==> src/rtl/pong_engine.sv <==
`default_nettype none
// pong_engine: two-paddle pong core on a GRID_W x GRID_H grid with serve, scoring and game-over.
// Rev 1.0 - initial parametrised release.
module pong_engine #(
  parameter int GRID_W      = 8,
  parameter int GRID_H      = 8,
  parameter int PAD_LEN     = 2,
  parameter int WIN_SCORE   = 7,
  parameter int SERVE_DELAY = 4,
  localparam int XW = $clog2(GRID_W),
  localparam int YW = $clog2(GRID_H)
) (
  input  logic          sysclk,
  input  logic          reset,
  input  logic          ball_tick,
  input  logic          pad_tick,
  input  logic          p1_up,
  input  logic          p1_dn,
  input  logic          p2_up,
  input  logic          p2_dn,
  input  logic          start,
  output logic [XW-1:0] ball_x,
  output logic [YW-1:0] ball_y,
  output logic [XW-1:0] pad1_pos,
  output logic [XW-1:0] pad2_pos,
  output logic [3:0]    score1,
  output logic [3:0]    score2,
  output logic [1:0]    state,
  output logic [1:0]    winner,
  output logic          point_pulse
);
  localparam int CW = $clog2(SERVE_DELAY + 1);

  localparam logic [1:0] S_SERVE = 2'b00;
  localparam logic [1:0] S_PLAY  = 2'b01;
  localparam logic [1:0] S_OVER  = 2'b10;

  localparam logic [1:0] DX_NEG  = 2'b11;
  localparam logic [1:0] DX_ZERO = 2'b00;
  localparam logic [1:0] DX_POS  = 2'b01;

  localparam logic [XW-1:0] X_MID    = XW'(GRID_W / 2);
  localparam logic [XW-1:0] X_MAX    = XW'(GRID_W - 1);
  localparam logic [XW-1:0] X_ONE    = XW'(1);
  localparam logic [XW-1:0] PAD_INIT = XW'((GRID_W - PAD_LEN) / 2);
  localparam logic [XW-1:0] PAD_MAX  = XW'(GRID_W - PAD_LEN);
  localparam logic [XW-1:0] PAD_SPAN = XW'(PAD_LEN - 1);
  localparam logic [YW-1:0] Y_MID    = YW'(GRID_H / 2);
  localparam logic [YW-1:0] Y_MAX    = YW'(GRID_H - 1);
  localparam logic [YW-1:0] Y_ONE    = YW'(1);
  localparam logic [CW-1:0] CNT_LAST = CW'(SERVE_DELAY - 1);
  localparam logic [3:0]    WIN      = 4'(WIN_SCORE);

  logic [1:0]    state_n;
  logic [CW-1:0] cnt, cnt_n;
  logic [1:0]    dx, dx_n, dx_t;
  logic          dy_neg, dy_neg_n, dy_t;
  logic [XW-1:0] ball_x_n, pad1_n, pad2_n, def_pos, def_end;
  logic [YW-1:0] ball_y_n;
  logic [3:0]    score1_n, score2_n, score1_inc, score2_inc;
  logic [1:0]    winner_n;
  logic          point_n;
  logic          at_top, at_bot, in_row, hit, miss;

  // Defender is chosen from the ball's heading; paddle positions are the pre-edge values.
  assign at_top     = (ball_y == '0) && dy_neg;
  assign at_bot     = (ball_y == Y_MAX) && !dy_neg;
  assign in_row     = at_top || at_bot;
  assign def_pos    = at_top ? pad2_pos : pad1_pos;
  assign def_end    = def_pos + PAD_SPAN;
  assign hit        = (ball_x >= def_pos) && (ball_x <= def_end);
  assign miss       = in_row && !hit;
  assign score1_inc = score1 + 4'd1;
  assign score2_inc = score2 + 4'd1;

  function automatic logic [XW-1:0] pad_step(input logic [XW-1:0] pos, input logic up, input logic dn);
    pad_step = pos;
    if (up && !dn && pos != '0)
      pad_step = pos - X_ONE;
    else if (dn && !up && pos < PAD_MAX)
      pad_step = pos + X_ONE;
  endfunction

  always_ff @(posedge sysclk or posedge reset) begin
    if (reset) state <= S_SERVE;
    else       state <= state_n;
  end

  always_comb begin
    state_n = state;
    case (state)
      S_SERVE: if (ball_tick && cnt == CNT_LAST) state_n = S_PLAY;
      S_PLAY: begin
        if (ball_tick && miss) begin
          if ((at_top && score1_inc == WIN) || (at_bot && score2_inc == WIN))
            state_n = S_OVER;
          else
            state_n = S_SERVE;
        end
      end
      S_OVER:  if (start) state_n = S_SERVE;
      default: state_n = S_SERVE;
    endcase
  end

  always_comb begin
    ball_x_n = ball_x;
    ball_y_n = ball_y;
    dx_n     = dx;
    dy_neg_n = dy_neg;
    cnt_n    = cnt;
    score1_n = score1;
    score2_n = score2;
    winner_n = winner;
    point_n  = 1'b0;
    pad1_n   = pad1_pos;
    pad2_n   = pad2_pos;
    if (pad_tick && state != S_OVER) begin
      pad1_n = pad_step(pad1_pos, p1_up, p1_dn);
      pad2_n = pad_step(pad2_pos, p2_up, p2_dn);
    end
    // Paddle deflection first, then the side-wall reflection, then the move.
    dx_t = dx;
    dy_t = dy_neg;
    if (in_row) begin
      dy_t = !dy_neg;
      if (ball_x == def_pos)      dx_t = DX_NEG;
      else if (ball_x == def_end) dx_t = DX_POS;
      else                        dx_t = DX_ZERO;
    end
    if (ball_x == '0 && dx_t == DX_NEG)        dx_t = DX_POS;
    else if (ball_x == X_MAX && dx_t == DX_POS) dx_t = DX_NEG;
    case (state)
      S_SERVE: if (ball_tick) cnt_n = (cnt == CNT_LAST) ? '0 : cnt + CW'(1);
      S_PLAY: begin
        if (ball_tick) begin
          if (miss) begin
            ball_x_n = X_MID;
            ball_y_n = Y_MID;
            cnt_n    = '0;
            dx_n     = DX_ZERO;
            point_n  = 1'b1;
            if (at_top) begin
              score1_n = score1_inc;
              dy_neg_n = 1'b1;
              if (score1_inc == WIN) winner_n = 2'b01;
            end else begin
              score2_n = score2_inc;
              dy_neg_n = 1'b0;
              if (score2_inc == WIN) winner_n = 2'b10;
            end
          end else begin
            dx_n     = dx_t;
            dy_neg_n = dy_t;
            if (dx_t == DX_NEG)      ball_x_n = ball_x - X_ONE;
            else if (dx_t == DX_POS) ball_x_n = ball_x + X_ONE;
            ball_y_n = dy_t ? ball_y - Y_ONE : ball_y + Y_ONE;
          end
        end
      end
      S_OVER: begin
        if (start) begin
          score1_n = '0;
          score2_n = '0;
          winner_n = 2'b00;
          dx_n     = DX_ZERO;
          dy_neg_n = 1'b1;
          cnt_n    = '0;
        end
      end
      default: ;
    endcase
  end

  always_ff @(posedge sysclk or posedge reset) begin
    if (reset) begin
      ball_x      <= X_MID;
      ball_y      <= Y_MID;
      dx          <= DX_ZERO;
      dy_neg      <= 1'b1;
      cnt         <= '0;
      score1      <= '0;
      score2      <= '0;
      winner      <= 2'b00;
      point_pulse <= 1'b0;
      pad1_pos    <= PAD_INIT;
      pad2_pos    <= PAD_INIT;
    end else begin
      ball_x      <= ball_x_n;
      ball_y      <= ball_y_n;
      dx          <= dx_n;
      dy_neg      <= dy_neg_n;
      cnt         <= cnt_n;
      score1      <= score1_n;
      score2      <= score2_n;
      winner      <= winner_n;
      point_pulse <= point_n;
      pad1_pos    <= pad1_n;
      pad2_pos    <= pad2_n;
    end
  end
endmodule
`default_nettype wire

==> config.mk <==
export PLATFORM = sky130hd
export DESIGN_NAME = pong_engine
export DESIGN_NICKNAME = d
export VERILOG_FILES = /design/src/rtl/pong_engine.sv
export SDC_FILE = /design/constraint.sdc
export NUM_CORES = 1
export LEC_CHECK = 0
export ABC_AREA = 1
export CORE_MARGIN = 2
export CORE_UTILIZATION = 54
export CTS_CLUSTER_SIZE = 20
export DETAILED_ROUTE_END_ITERATION = 7
export PLACE_DENSITY = 0.82
export SETUP_SLACK_MARGIN = 0.02
export SKIP_LAST_GASP = 1
export SLEW_MARGIN = 5
export SYNTH_ARGS = -nofsm -noshare
export SYNTH_HDL_FRONTEND = slang
export SYNTH_SLANG_ARGS = --single-unit
==> constraint.sdc <==
create_clock -name sysclk -period 3.62 [get_ports sysclk]
set_input_delay 1.086 -clock sysclk [delete_from_list [all_inputs] [get_ports sysclk]]
set_output_delay 1.086 -clock sysclk [all_outputs]
set_load 0.02 [all_outputs]
==> summary.md, run 1 <==
| Metric | Value |
|---|---|
| Clock skew | `~8.6 ps` |
| Min-delay src | `cnt[1]` |
| Worst setup SP type | `flip-flop` |
| GR Overflow Total | `0` |
| DRC | `0` |
| Worst Path Arrival | `roughly 3600 ps` |
| Vias | `1,936` |
| Synthesized area | `about 0.0022 mm^2` |
| GP Congestion | `0.891` |
| Synth Register Bits | `31` |
| Max Buffers Root-to-Sink | `2` |
| CTS tree | `done` |
| Required @ worst endpoint | `about 3900 ps` |
| Share of the synthesized area in the top cell type | `0.268` |
| Die area | `approximately 0.0047 mm^2` |
| # rows | `23` |
| Most common cell after layout, fill and taps aside | `nand2_1` |
| Tcrit/Tclk final | `0.919` |
| Multi-input logic area | `~0.0013 mm^2` |
| Die X | `68.4 um` |
| CP Cell Sequence | `inv_1, nor2_2, nand2_4, o21ai_4, inv_1, ha_1, xor2_1, ha_1, nand2_1, nor2_2, inv_1, nand2_1, nand2_2, nand2_2, nand3_1, nand2_1, nor2_1, fa_1, xor2_2, inv_1, nand3_1, nand3_1, nand2_1, inv_1` |
| Cells after synthesis | `283` |
| Filler cells | `327` |
| Crit path max-delay family | `simple AND/OR/NAND/NOR gates` |
| Syn nets | `312` |
| Drt total wl | `4650 um` |
| Yosys Warn Count | `0` |
| Detailed Routing Iterations Pass 1 | `4` |
| Maximum Capacitance Violations | `0` |
| Post-synthesis sequential area ratio | `0.350` |
| Worst Max-Slew Pin Slew | `404 ps` |
| Crit. End Element | `flip-flop` |
| Fmax | `301 MHz` |
| Final setup vio count | `0` |
| Max-Slew Margin vs Limit | `0.730` |
| Reg2reg path depth | `24` |
| RR Startpoint | `dy_neg` |
| CP max FO | `7` |
| Vias per cell | `5.16` |
| Maximum VDD drop | `0.639 mV` |
| Post-Syn Area per Cell | `7.92 um^2` |
| P&R area growth vs syn | `23.7%` |
| Clock edge transition at the registers on the reported setup and hold paths | `70 ps` |
| Leakage Power | `0.00140 uW` |
| Final Hold Fails | `0` |
| GRT Util Overall | `0.228` |
| Hold-critical path depth | `2` |
| Pwr/cell area | `between 900 and 1000 mW/mm^2` |
| Final hold slack | `483 ps` |
| Number of distinct library cells after synthesis | `34` |
| Wire per inst | `approximately 12 um` |
| Crit path buf inv count | `5` |
| Detailed placement HPWL | `3430 um` |
| Post-synth top area cell | `dfrtp_1` |
| TritonCTS buffer count | `5` |
| Core area | `0.00400 mm^2` |
| Worst skew pair latency | `290 ps` |
| H-tree depth | `2` |
| Largest net degree at the start of global routing | `32` |
| Hold Path Sink | `cnt[1]` |
| Boundary pin count | `34` |
| Initial Util | `0.560` |
| Layout cell share with drive strength beyond 1 | `0.160` |
| # nets final | `~350` |
| Vias in the first global route | `roughly 1.9k` |
| Pins Over Slew Limit | `0` |
| CP max stage delay | `~550 ps` |
| Initial DRC Count | `125` |
| Antenna viol nets, final | `0` |
| Critical path class | `flip-flop to flip-flop` |
| I/O Buffers | `33` |
| Most frequent cells in the layout | `nand2_1 (66), inv_1 (37), clkdlybuf4s50_1 (33)` |
| Status | `finished, final reports clean` |
| Clk sinks | `31` |
| First-pass GRT wire length | `8070 um` |
| RSZ-0062 raised after global routing | `false` |
| Die height | `between 60 and 70 um` |
| Setup TNS Final | `0 ps` |
| CP dominant cell by count | `inv_1` |
| Hold/Removal Path Class | `flip-flop to flip-flop` |
| Synth top area cells | `dfrtp_1 (27%), nand2_1 (11%), ha_1 (8.9%), dfstp_2 (8.2%), inv_1 (6.2%)` |
| Fin crit period | `3330 ps` |
| CTS Root Cell | `clkbuf_8` |
| Antenna Cells | `0` |
| Initial antenna violation count | `0` |
| Slowest cell on crit path | `dfstp_2` |
| Register area | `785 um^2` |
| Worst R2R Setup Slack | `290 ps` |
| FF-to-FF End | `ball_x[2]` |
-- per-layer routing --
layer | part of all wire | vias to the layer above | global-route usage
met2 | 0.48 | 42 | 0.368
met1 | 0.47 | 903 | 0.304
met5 | 0 | - | 0
met3 | 0.037 | 8 | 0.0461
met4 | 0.014 | 0 | 0.0750
li1 | - | 983 | -
-- sequential cells by signal (all words and copies together), names as in the netlist, 2 cells and up --
name,flops
state,2
pad1_pos,3
pad2_pos,3
winner,2
score2,4
ball_y,3
cnt,3
ball_x,3
score1,4
dx,2
-- per-stage QoR --
step                cell area [um^2]  setup slack [ps]  utilization  instances  total power [uW]
detailed placement              2630               212        0.658        367              2280
global placement                2630               361        0.658        367              2250
global route                    2770              22.5        0.693        375              2930
CTS                             2750               152        0.688        375              2660
finish                          2770               293        0.693        375              2690
floorplan                       2240               314            -        283              1820
-- Yosys cell counts, drive strengths merged --
library cell  count
a211oi            1
a21oi             5
a22oi             1
a31oi             1
buf               2
clkinv            1
dfrtp            24
dfstp             7
fa                4
ha               16
inv              42
nand2            76
nand3            24
nand3b            2
nand4             8
nor2             28
nor3              1
o211ai            2
o21ai            17
o21bai            1
o22ai             1
o31ai             2
or2               3
xnor2             5
xor2              9
-- power breakdown --
group	switching, uW	leakage (uW)	internal, uW
Sequential	187	0.000381	522
Clock	138	0.0000612	223
Combinational	936	0.000956	682
-- how the worst max path moves through the flow --
stage                start        end  slack [ps]  cells after the start
floorplan           dy_neg  ball_x[2]         310                     25
global placement    dy_neg  ball_x[2]         360                     24
CTS                 dy_neg  ball_x[2]         150                     24
detailed placement  dy_neg  ball_x[2]         210                     24
finish              dy_neg  ball_x[2]         290                     24
global route        dy_neg  ball_x[2]          20                     24
-- worst min-delay path, stage by stage (launching register included) --
cell     delay, ps
dfrtp_1        350
nand2_1         50
nand2_1         50
-- final cells by class --
| cell class | instances | area share |
|---|---|---|
| clock buffers | 6 | 0.0298 |
| clock inverters | 2 | 0.0126 |
| inverters | 43 | 0.0582 |
| multi-input cells | 207 | 0.467 |
| flip-flops and latches | 31 | 0.283 |
| well taps | 50 | 0.0226 |
| repair buffers | 36 | 0.127 |
-- cells by family (layout without fill, tap and decap cells) --
kind of cell	Yosys count	count (layout)	share of synthesized area
flip-flops	31	31	0.350
XOR/XNOR	14	14	0.0547
buffers and inverters	45	87	0.0821
AND/OR/NAND/NOR	142	142	0.299
adder cells (fa/ha/maj)	20	20	0.125
AO/OA/AOI/OAI	31	31	0.0893
-- what timing repair did --
action | in CTS | in global routing
endpoints found under the setup margin | 0 | 1
endpoints found under the hold margin | 0 | 0
hold buffers | 0 | 0
gates resized for setup | 0 | 5
buffers inserted | 0 | 0
(Power assumes the default switching activity.)
==> run 2: changes to the inputs <==
RECOVER_POWER = 25   (was not set)
==> run 2 against run 1 <==
The flow now finishes with violations (max-capacitance violations, max-slew violations); flip-flop and latch count is the same; die area is the same; core utilization fell by 0.094 points; via count is the same; clock skew is essentially flat; clock power about the same; worst setup slack about the same; critical path type unchanged; critical endpoint unchanged.
==> summary.md, run 2 (synthesized netlist as in run 1, its figures left out) <==
| Metric | Value |
|---|---|
| Status | `complete, but fails checks` |
| Violated checks | `max-capacitance violations, max-slew violations` |
| GR Overflow Total | `0` |
| Antenna viol nets, final | `0` |
| Max Buffers Root-to-Sink | `2` |
| RSZ-0062 raised after global routing | `false` |
| CP max FO | `7` |
| Pins Over Slew Limit | `32` |
| Tot Pwr | `approximately 2700 uW` |
| Boundary pin count | `34` |
| Filler cells | `approximately 330` |
| I/O Buffers | `33` |
| Fin crit period | `around 3300 ps` |
| Hold/Removal Path Class | `flip-flop to flip-flop` |
| Largest regs | `score1 (4), score2 (4)` |
| Initial Util | `0.560` |
| Wire per inst | `12.4 um` |
| Tcrit/Tclk final | `0.919` |
| Final setup vio count | `0` |
| Most frequent cells in the layout | `nand2_1 (66), inv_1 (37), clkdlybuf4s50_1 (32)` |
| Pwr/cell area | `~970 mW/mm^2` |
| # rows | `23` |
| Fmax | `301 MHz` |
| Vias in the first global route | `1,875` |
| H-tree depth | `2` |
| Max-Slew Margin vs Limit | `-0.137` |
| Antenna Cells | `0` |
| Die height | `approximately 68 um` |
| Met3 global-route usage | `0.0461` |
| Worst Path Arrival | `3560 ps` |
| Required @ worst endpoint | `3850 ps` |
| Clock skew | `8.62 ps` |
| Final Hold Fails | `0` |
| TritonCTS buffer count | `5` |
| Met1 Use GR | `0.304` |
| Clock edge transition at the registers on the reported setup and hold paths | `roughly 70 ps` |
| Post-CTS Setup Bufs | `0` |
| Vias per cell | `5.16` |
| Initial DRC Count | `124` |
| Layout cell share with drive strength beyond 1 | `0.157` |
| Die area | `0.00468 mm^2` |
| Worst skew pair latency | `290 ps` |
| CTS tree | `done` |
| DRC | `0` |
| # nets final | `353` |
| GP Congestion | `0.891` |
| Leakage Power | `0.00139 uW` |
| Setup TNS Final | `0 ps` |
| Critical path class | `flip-flop to flip-flop` |
| Worst Max-Slew Pin Slew | `1710 ps` |
| CTS Root Cell | `clkbuf_8` |
| Final core occ | `0.692` |
| Maximum Capacitance Violations | `1` |
| Multi-input logic area | `0.00129 mm^2` |
| Met2 usage | `0.368` |
| Drt total wl | `4650 um` |
| Crit. End Element | `flip-flop` |
| Clk sinks | `31` |
| Die X | `68.4 um` |
| GRT Util Overall | `0.228` |
| Most common cell after layout, fill and taps aside | `nand2_1` |
| First-pass GRT wire length | `8070 um` |
| Worst setup SP type | `flip-flop` |
| Gr busiest metal | `met2` |
| Vias | `1,936` |
| P&R area growth vs syn | `23.6%` |
| Initial antenna violation count | `0` |
| Core area | `approximately 0.0040 mm^2` |
| Detailed placement HPWL | `3430 um` |
| Register area | `785 um^2` |
| Maximum VDD drop | `~0.64 mV` |
| Largest net degree at the start of global routing | `32` |
| Detailed Routing Iterations Pass 1 | `4` |
run 2: routing by layer:
layer	up-vias	share of wire
met5	-	0
met4	0	0.014
met3	8	0.037
met2	42	0.48
met1	903	0.47
li1	983	-
run 2: layout make-up:
| class | instances | share of cell area |
|---|---|---|
| clock buffers | 6 | 0.0298 |
| clock inverters | 2 | 0.0127 |
| inverters | 43 | 0.0583 |
| multi-input cells | 207 | 0.467 |
| flip-flops and latches | 31 | 0.283 |
| well taps | 50 | 0.0226 |
| repair buffers | 36 | 0.126 |
run 2: stage by stage:
stage / cells / setup slack (ps) / hold WS, ps / instance area [um^2]
detailed placement: 367 / 212 / 467 / 2630
CTS: 375 / 152 / 483 / 2750
global placement: 367 / 361 / 458 / 2630
floorplan: 283 / 314 / 446 / 2240
finish: 375 / 293 / 483 / 2770
global route: 375 / 22.5 / 520 / 2770
run 2: worst max-delay path, cell delays in order, from the launching register on:
cell and delay, ps:
dfstp_2 550, inv_1 60, nor2_2 120, nand2_4 100, o21ai_4 140, inv_1 50, ha_1 200, xor2_1 160
ha_1 300, nand2_1 90, nor2_2 110, inv_1 60, nand2_1 70, nand2_2 60, nand2_2 80, nand3_1 100
nand2_1 100, nor2_1 50, fa_1 400, xor2_2 170, inv_1 60, nand3_1 70, nand3_1 80, nand2_1 50
inv_1 50
run 2: final timing paths:
check / startpoint / to / slack (ps) / cells past startpoint
min in group asynchronous: reset / ball_y[0] / 1840 / 3
setup / recovery: dy_neg / ball_x[2] / 290 / 24
max in group asynchronous: reset / point_pulse / 800 / 3
hold / removal: cnt[1] / cnt[1] / 480 / 2
hold reg to reg: cnt[1] / cnt[1] / 480 / 2
setup reg to reg: dy_neg / ball_x[2] / 290 / 24
run 2: power by group:
group	leakage [uW]	total [uW]	internal (uW)	switching [uW]
registers	0.000381	709	522	187
clock network	0.0000612	360	223	138
logic	0.000952	1620	681	936
run 2: repair_timing:
item | CTS | global route
gates resized for setup | 0 | 5
setup endpoints to repair | 0 | 1
hold buffers | 0 | 0
==> run 3: changes to the inputs <==
CORE_UTILIZATION = 49   (was 54)
CTS_CLUSTER_SIZE = 12   (was 20)
PLACE_DENSITY = 0.78   (was 0.82)
clock period = 2.9 ns   (was 3.62 ns; I/O delays follow)
==> run 3 against run 2 <==
The flow finishes with violations (negative setup slack); register-to-register slack got worse by 530 ps; power rose by 30%; fmax rose by 5.9%; clock power fell by 9.4%; via count rose by 6.8%; flip-flop and latch count did not move; critical path type unchanged.
==> summary.md, run 3 (synthesized netlist as in run 1, its figures left out) <==
| Metric | Value |
|---|---|
| Status | `complete, but fails checks` |
| Violated checks | `negative setup slack` |
| Final core occ | `0.669` |
| GRT Util Overall | `0.213` |
| Max-Slew Margin vs Limit | `0.484` |
| Maximum Capacitance Violations | `0` |
| H-tree depth | `2` |
| Largest regs | `score1 (4), score2 (4)` |
| Clock power frac | `0.093` |
| P&R area growth vs syn | `30.8%` |
| Antenna Cells | `0` |
| Antenna viol nets, final | `0` |
| Fin cells | `between 300 and 400` |
| Initial DRC Count | `134` |
| Vias per cell | `5.18` |
| Die area | `roughly 0.0051 mm^2` |
| Leakage Power | `0.00147 uW` |
| TritonCTS buffer count | `5` |
| Initial antenna violation count | `0` |
| Setup TNS Final | `-314 ps` |
| Pins Over Slew Limit | `0` |
| Initial Util | `0.511` |
| CP max FO | `6` |
| Max Buffers Root-to-Sink | `2` |
| GP Congestion | `0.783` |
| Final Hold Fails | `0` |
| Core area | `0.00438 mm^2` |
| RSZ-0062 raised after global routing | `true` |
| CTS Root Cell | `clkbuf_8` |
| Die height | `71.6 um` |
| Hold/Removal Path Class | `flip-flop to flip-flop` |
| First-pass GRT wire length | `8650 um` |
| Required @ worst endpoint | `approximately 3100 ps` |
| Vias | `2,067` |
| Post-placement cell count | `around 380` |
| # hold bufs at CTS | `0` |
| Most frequent cells in the layout | `nand2_1 (63), inv_1 (36), clkdlybuf4s50_1 (32)` |
| Min-delay src | `cnt[1]` |
| Share of power burned in registers | `0.248` |
| Hold Path Sink | `cnt[1]` |
| Worst Max-Slew Pin Slew | `775 ps` |
| DRC | `0` |
| GR Overflow Total | `0` |
| # nets final | `375` |
| Worst Path Arrival | `approximately 3400 ps` |
| Maximum VDD drop | `approximately 0.54 mV` |
| I/O Buffers | `33` |
| Clock edge transition at the registers on the reported setup and hold paths | `70 ps` |
| Int Power | `1840 uW` |
| Clk sinks | `31` |
| Tcrit/Tclk final | `1.08` |
| Clock skew | `6.70 ps` |
| Worst R2R Setup Slack | `-240 ps` |
| Worst setup SP type | `flip-flop` |
| Critical path class | `flip-flop to flip-flop` |
| Final WS setup | `-240 ps` |
| Final setup vio count | `2` |
| Fin crit period | `3140 ps` |
| FF-to-FF End | `ball_x[2]` |
| Hold-critical path depth | `2` |
| Detailed Routing Iterations Pass 1 | `4` |
| Drt total wl | `4990 um` |
| RR Startpoint | `dy_neg` |
| Switching Share | `0.473` |
| Wire per inst | `12.5 um` |
| Pwr/cell area | `1190 mW/mm^2` |
| NetSw | `1660 uW` |
| Reg2reg path depth | `25` |
| Post-Layout Inst Area | `0.00293 mm^2` |
| CTS tree | `done` |
| Boundary pin count | `34` |
| Crit. End Element | `flip-flop` |
| Layout cell share with drive strength beyond 1 | `0.231` |
| Worst skew pair latency | `slightly below 300 ps` |
| Comb pwr share | `0.659` |
| Die X | `71.6 um` |
| Largest net degree at the start of global routing | `32` |
| Detailed placement HPWL | `between 3000 and 4000 um` |
| Most common cell after layout, fill and taps aside | `nand2_1` |
| # rows | `24` |
| Fmax | `318 MHz` |
| Vias in the first global route | `2,025` |
| DP Area | `between 0.002 and 0.003 mm^2` |
[run 3: critical path, cell delays in order, from the launching register on]
cell     delay [ps]
dfstp_2         540
inv_2            50
nor2_4          100
nand2_4          80
o21ai_2         150
inv_1            60
ha_2            190
xor2_1          170
ha_1            330
nand2_2          80
nor2_2           90
inv_1            60
nand2_1          70
nand2_2          60
nand2_2          60
nand3_2          80
buf_4           140
buf_4           120
buf_4           120
buf_4           120
buf_4           120
buf_4           120
nand3_1          50
nand3_1          60
nand2_1          60
inv_1            30
[run 3: cell type report]
cell class / instances / area (um^2)
tap: 52 / 65.1
sequential: 31 / 785
fill: 378 / 1450
timing repair buffer: 57 / 508
inverter: 43 / 161
clock buffer: 8 / 80.1
multi-input combinational: 208 / 1330
[run 3: how the worst max path moves through the flow]
stage / slack (ps) / cells past startpoint / start / endpoint
after global placement: -140 / 24 / dy_neg / ball_x[2]
after floorplan: -280 / 25 / dy_neg / ball_x[2]
after detailed placement: -300 / 24 / dy_neg / ball_x[2]
after global routing: -420 / 24 / dy_neg / ball_x[2]
final: -240 / 25 / dy_neg / ball_x[2]
after CTS: -230 / 24 / dy_neg / ball_x[2]
[run 3: through the flow]
stage,hold slack [ps],total power [uW],worst slack [ps]
after detailed placement,468,3010,-298
final,486,3500,-240
after floorplan,446,2300,-280
after global placement,458,2950,-139
after global routing,504,3810,-415
after CTS,482,3390,-230
[run 3: power by group through the flow]
stage	logic, uW	registers, uW	clock network, uW
6_report	2310	868	326
5_1_grt	2560	902	351
4_1_cts	2190	869	328
3_5_place_dp	2140	872	0
3_3_place_gp	2090	863	0
2_1_floorplan	1270	1030	0
[run 3: timing repair]
item	4_1_cts	5_1_grt
cloned	0	1
resized for setup	3	6
hold endpoints to repair	0	0
pin swaps	9	4
endpoints found under the setup margin	2	7
setup buffers	7	1
[run 3: layer usage]
metal  GRT usage  part of all wire  wire length (um)
met5           0                 0                 0
met4      0.0776             0.029               144
met3      0.0591             0.047               233
met2       0.341              0.49              2430
met1       0.279              0.44              2190
